[src/rtl/fifo_uart_tx.sv]
// FIFO-fed UART transmitter: pops one byte per frame and serialises it as 8N1.
// Define PARITY_EN to insert an even-parity bit for an 11-bit frame.
module fifo_uart_tx #(
    parameter int CLKS_PER_BIT = 16
) (
    input  logic        clk,
    input  logic        rst,
    input  logic        en,
    input  logic        fifo_empty,
    input  logic [7:0]  fifo_data,
    output logic        fifo_rd,
    output logic        tx,
    output logic        busy,
    output logic [15:0] frame_cnt
);
    typedef enum logic [2:0] {IDLE, POP, LOAD, START, DATA, PAR, STOP} state_t;

    localparam logic [15:0] BAUD_LAST = 16'(CLKS_PER_BIT - 1);

    state_t      state, state_nxt;
    logic [15:0] baud;
    logic [2:0]  bit_idx, bit_idx_nxt;
    logic [7:0]  shreg;
    logic        bit_done, tx_nxt, frame_done;

    assign bit_done = (baud == BAUD_LAST);
    assign busy     = (state != IDLE);

    always_comb begin
        state_nxt   = state;
        bit_idx_nxt = bit_idx;
        fifo_rd     = 1'b0;
        frame_done  = 1'b0;
        case (state)
            IDLE: begin
                // Gated with rst so a byte is never popped into a frame that reset discards.
                if (en && !fifo_empty && !rst) begin
                    fifo_rd   = 1'b1;
                    state_nxt = POP;
                end
            end
            POP:   state_nxt = LOAD;
            LOAD:  state_nxt = START;
            START: if (bit_done) state_nxt = DATA;
            DATA: begin
                if (bit_done) begin
                    bit_idx_nxt = bit_idx + 3'd1;
                    if (bit_idx == 3'd7) begin
`ifdef PARITY_EN
                        state_nxt = PAR;
`else
                        state_nxt = STOP;
`endif
                    end
                end
            end
`ifdef PARITY_EN
            PAR: if (bit_done) state_nxt = STOP;
`endif
            STOP: begin
                if (bit_done) begin
                    state_nxt  = IDLE;
                    frame_done = 1'b1;
                end
            end
            default: state_nxt = IDLE;
        endcase

        // tx is registered from the next state so the line changes exactly on bit boundaries.
        case (state_nxt)
            START:   tx_nxt = 1'b0;
            DATA:    tx_nxt = shreg[bit_idx_nxt];
            PAR:     tx_nxt = ^shreg;
            default: tx_nxt = 1'b1;
        endcase
    end

    always_ff @(posedge clk) begin
        if (rst) begin
            state     <= IDLE;
            tx        <= 1'b1;
            baud      <= 16'd0;
            bit_idx   <= 3'd0;
            shreg     <= 8'd0;
            frame_cnt <= 16'd0;
        end else begin
            state   <= state_nxt;
            tx      <= tx_nxt;
            bit_idx <= bit_idx_nxt;
            if (state == LOAD) shreg <= fifo_data;
            if (state inside {START, DATA, PAR, STOP})
                baud <= bit_done ? 16'd0 : baud + 16'd1;
            else
                baud <= 16'd0;
            if (frame_done) frame_cnt <= frame_cnt + 16'd1;
        end
    end
endmodule
[config.mk]
export PLATFORM = sky130hd
export DESIGN_NAME = fifo_uart_tx
export DESIGN_NICKNAME = d
export VERILOG_FILES = /design/src/rtl/fifo_uart_tx.sv
export SDC_FILE = /design/constraint.sdc
export NUM_CORES = 1
export LEC_CHECK = 0
export ABC_AREA = 1
export BUFFER_PORTS_ARGS = -buffer_cell sky130_fd_sc_hd__buf_2
export CAP_MARGIN = 20
export CORE_MARGIN = 5
export CORE_UTILIZATION = 49
export CTS_CLUSTER_DIAMETER = 60
export CTS_CLUSTER_SIZE = 12
export DETAILED_ROUTE_END_ITERATION = 12
export PLACE_DENSITY = 0.73
export SKIP_CTS_REPAIR_TIMING = 1
export SLEW_MARGIN = 10
export SYNTH_ARGS = -nofsm -noshare
export SYNTH_HDL_FRONTEND = slang
export SYNTH_SLANG_ARGS = --single-unit
[constraint.sdc]
create_clock -name clk -period 2.1 [get_ports clk]
set_clock_uncertainty 0.05 [all_clocks]
set_input_delay 0.525 -clock clk [delete_from_list [all_inputs] [get_ports clk]]
set_output_delay 0.525 -clock clk [all_outputs]
set_load 0.05 [all_outputs]
==> run summary <==
Run status: complete, no violations
Most frequent cell after synthesis: nand2_1
Sink count of the clock tree: 47
Slew at the pin closest to its max-slew limit: 0.286 ns
Asr flop ratio synth: 0%
Category of the most critical setup path: register to output port
Hold/Removal Path Class: register to register
Share of Yosys cell area claimed by the top area cell type: 40.8%
Number of standard cells in the final layout excluding fillers: 406
Clock Tree Root: clkbuf_8
Pleak: 0.00119 uW
Buffer levels on the longest clock path: 2
Yosys Warn Count: 0
PortBufs: 30
Data arrival time of the critical path: 1.40 ns
Placer's final routability congestion estimate: 0.875
Total via count after detailed routing: 2,038
Num CTS Buffers: 5
Starting utilization of the core area: 49.5%
Detail-routed via count per cell: 5.02
Commonest register cell after synthesis: dfxtp_1
Dominant cell type by area after synthesis: dfxtp_1
Ratio of final minimum period to clock period: 94.0%
Headroom to the max-slew limit: 80.9%
Avg WL per Cell: 11.3 um
Reg-to-reg slack, setup: 0.22 ns
Detailed-routed wire length on met2: 2.15 mm
Largest fanout on the critical path: 5
Sum Neg Setup Slack: 0 ns
Number of filler cells placed in the layout: 447
WP data required: 1.52 ns
Floorplan die height: 78.6 um
CORE AREA: 4660 um^2
Total Wirelength: 4.60 mm
Maximum level of the CTS H-tree: 2
Worst R2R End: baud[12]$_SDFF_PP0_
DRT met1 WL: 2.19 mm
Critical R2R Launch: baud[0]$_SDFF_PP0_
Number of enable flip-flop cells after synthesis: 0
Net count reported at finish: 368
CTS tree: yes
Mean instance size in the synthesized netlist: 7.32 um^2
Number of setup violations in the final report: 0
Number of hold violations in the final report: 0
Drt initial violations: 112
Final Max Tran Viols: 0
Top achievable clock speed: 507 MHz
Peak supply drop: 0.334 mV
Post-detailed-route count of antenna-violating nets: 0
Total iterations of the first detailed-routing run: 4
Largest net degree at the start of global routing: 20
Die ar.: 6180 um^2
Area Growth Syn to Fin: 14.7%
Register area share after synthesis: 40.8%
Power consumption: 1550 uW
Ant. Diodes: 0
Met3 WL: 226 um
Die Width: 78.6 um
Synth area leaders: dfxtp_1 41%, nand2_1 8.0%, inv_1 7.5%, a21oi_1 6.5%, nor2_1 6.3%
Total overflow reported by the global router: 0
Clock transition at the registers of the reported paths: 0.09 ns
Type of element capturing the critical path: output port
Antenna violations before repair: 0
Clock latency of the later-clocked register in the worst-skew pair: 0.30 ns
Number of violations of the max-capacitance limit: 0
Hold path startpoint: shreg[2]$_SDFFE_PP0P_
Cells traversed along the worst timing path: inv_2 -> nand2_1 -> inv_1 -> nand2_2 -> nor4b_4 -> buf_6
Fraction of layout cells with a size suffix above 1: 17.6%
Total I/O pin count: 31
Sort of element at the start of the critical path: register
Cell depth of the worst min-delay path: 2
Power per cell area: 586 nW/um^2
Number of different library cells in the post-synthesis netlist: 38
Register bit count reported by yosys: 47
Net Count, Synth: 331
Post-synthesis instance total: 315
Overall global routing resource usage: 16.4%
Cell with the largest stage delay on the worst path: dfxtp_1
Crit path time final: 1.97 ns
Placed cell count: 399
Most common library cells after synthesis: 49 x nand2_1, 47 x dfxtp_1, 46 x inv_1, 39 x nor2_1, 30 x a21oi_1
Vias in the first global route: 1,898
Post-detailed-placement half-perimeter wirelength: 3.44 mm
DRC violations left: 0
Area of the mapped netlist: 2310 um^2
Wire length of the first global-routing pass: 8.30 mm
Std cell rows: 25
Worst Hold Path EP: shreg[2]$_SDFFE_PP0P_
Worst Reg-to-Reg Cells: 11
RSZ-0062 raised after global routing: false
Highest Signal Layer: met4
Worst path max stage delay: 0.33 ns
[cells by family (layout without fill, tap and decap cells)]
| kind of cell | Yosys count | after routing | synth area share [%] |
|---|---|---|---|
| xor gates and xnor gates | 5 | 5 | 1.90 |
| adders and majority gates | 4 | 4 | 2.17 |
| buffers and inverters | 51 | 88 | 8.30 |
| AOI/OAI and AO/OA | 60 | 60 | 14.1 |
| DFF | 47 | 47 | 40.8 |
| and+or+nand+nor | 148 | 148 | 32.7 |
[power by group]
part	switching (uW)	internal (uW)
clock network	296	228
registers	6.71	908
logic	71.5	40.8
[sequential cells by signal, indices dropped and copies added (netlist names)]
signal	flops
bit_idx	3
shreg	8
tx	1
frame_cnt	16
baud	16
state	3
[routing by layer]
layer,GRT usage [%],up-vias
met2,26.6,41
met5,0,-
li1,-,1103
met3,4.24,4
met4,4.72,0
met1,21.4,890
[layout make-up]
type | instances | area (um^2) | share of cell area [%]
Clock buffer | 5 | 68.8 | 2.60
Clock inverter | 2 | 13.8 | 0.520
Inverter | 47 | 176 | 6.67
Multi-Input combinational cell | 217 | 1190 | 45.0
Sequential cell | 47 | 941 | 35.6
Tap cell | 54 | 67.6 | 2.55
Timing Repair Buffer | 34 | 186 | 7.05
[cell usage in the layout, fill, tap and decap left out, drive strengths merged]
master	Yosys	final
a211oi	1	1
o22ai	1	1
and3	2	2
a31oi	1	1
and3b	1	1
a21oi	30	30
xor2	2	2
nand4	6	6
nor4b	1	1
dfxtp	47	47
nand3	24	24
nor3	11	11
inv	47	47
nor3b	2	2
o211ai	1	1
ha	4	4
xnor2	3	3
nor2	45	45
clkbuf	4	5
nand3b	2	2
nand2	53	53
clkinv	0	2
o21ai	22	22
o2111ai	1	1
o21ba	1	1
o21a	2	2
buf	0	34
or2	1	1
[how the worst max path moves through the flow]
stage | from | cells past startpoint | slack, ns | end
2_1_floorplan | state[0]$_SDFF_PP0_ | 5 | 0.08 | fifo_rd
3_3_place_gp | baud[0]$_SDFF_PP0_ | 12 | 0.28 | frame_cnt[13]$_SDFFE_PP0P_
3_5_place_dp | baud[0]$_SDFF_PP0_ | 12 | 0.23 | frame_cnt[13]$_SDFFE_PP0P_
4_1_cts | state[0]$_SDFF_PP0_ | 6 | -0.03 | fifo_rd
5_1_grt | baud[0]$_SDFF_PP0_ | 10 | 0.03 | tx$_SDFF_PP1_
6_report | state[0]$_SDFF_PP0_ | 6 | 0.13 | fifo_rd
[stage by stage]
step                utilization, %  hold WS (ns)  instance area [um^2]  setup WS [ns]
finish                        56.8         0.412                  2650          0.127
detailed placement            54.8         0.400                  2560          0.231
floorplan                        -         0.368                  2320         0.0762
CTS                           56.6         0.416                  2640        -0.0260
global placement              54.8         0.382                  2560          0.282
global route                  56.8         0.432                  2650         0.0264
[critical path, delay by kind of cell, from the launching register on]
family	cells	cell delay, ns
buffers and inverters	3	0.36
flip-flops	1	0.33
AND/OR/NAND/NOR	3	0.42
No activity file was read; power rests on OpenSTA's default activity.
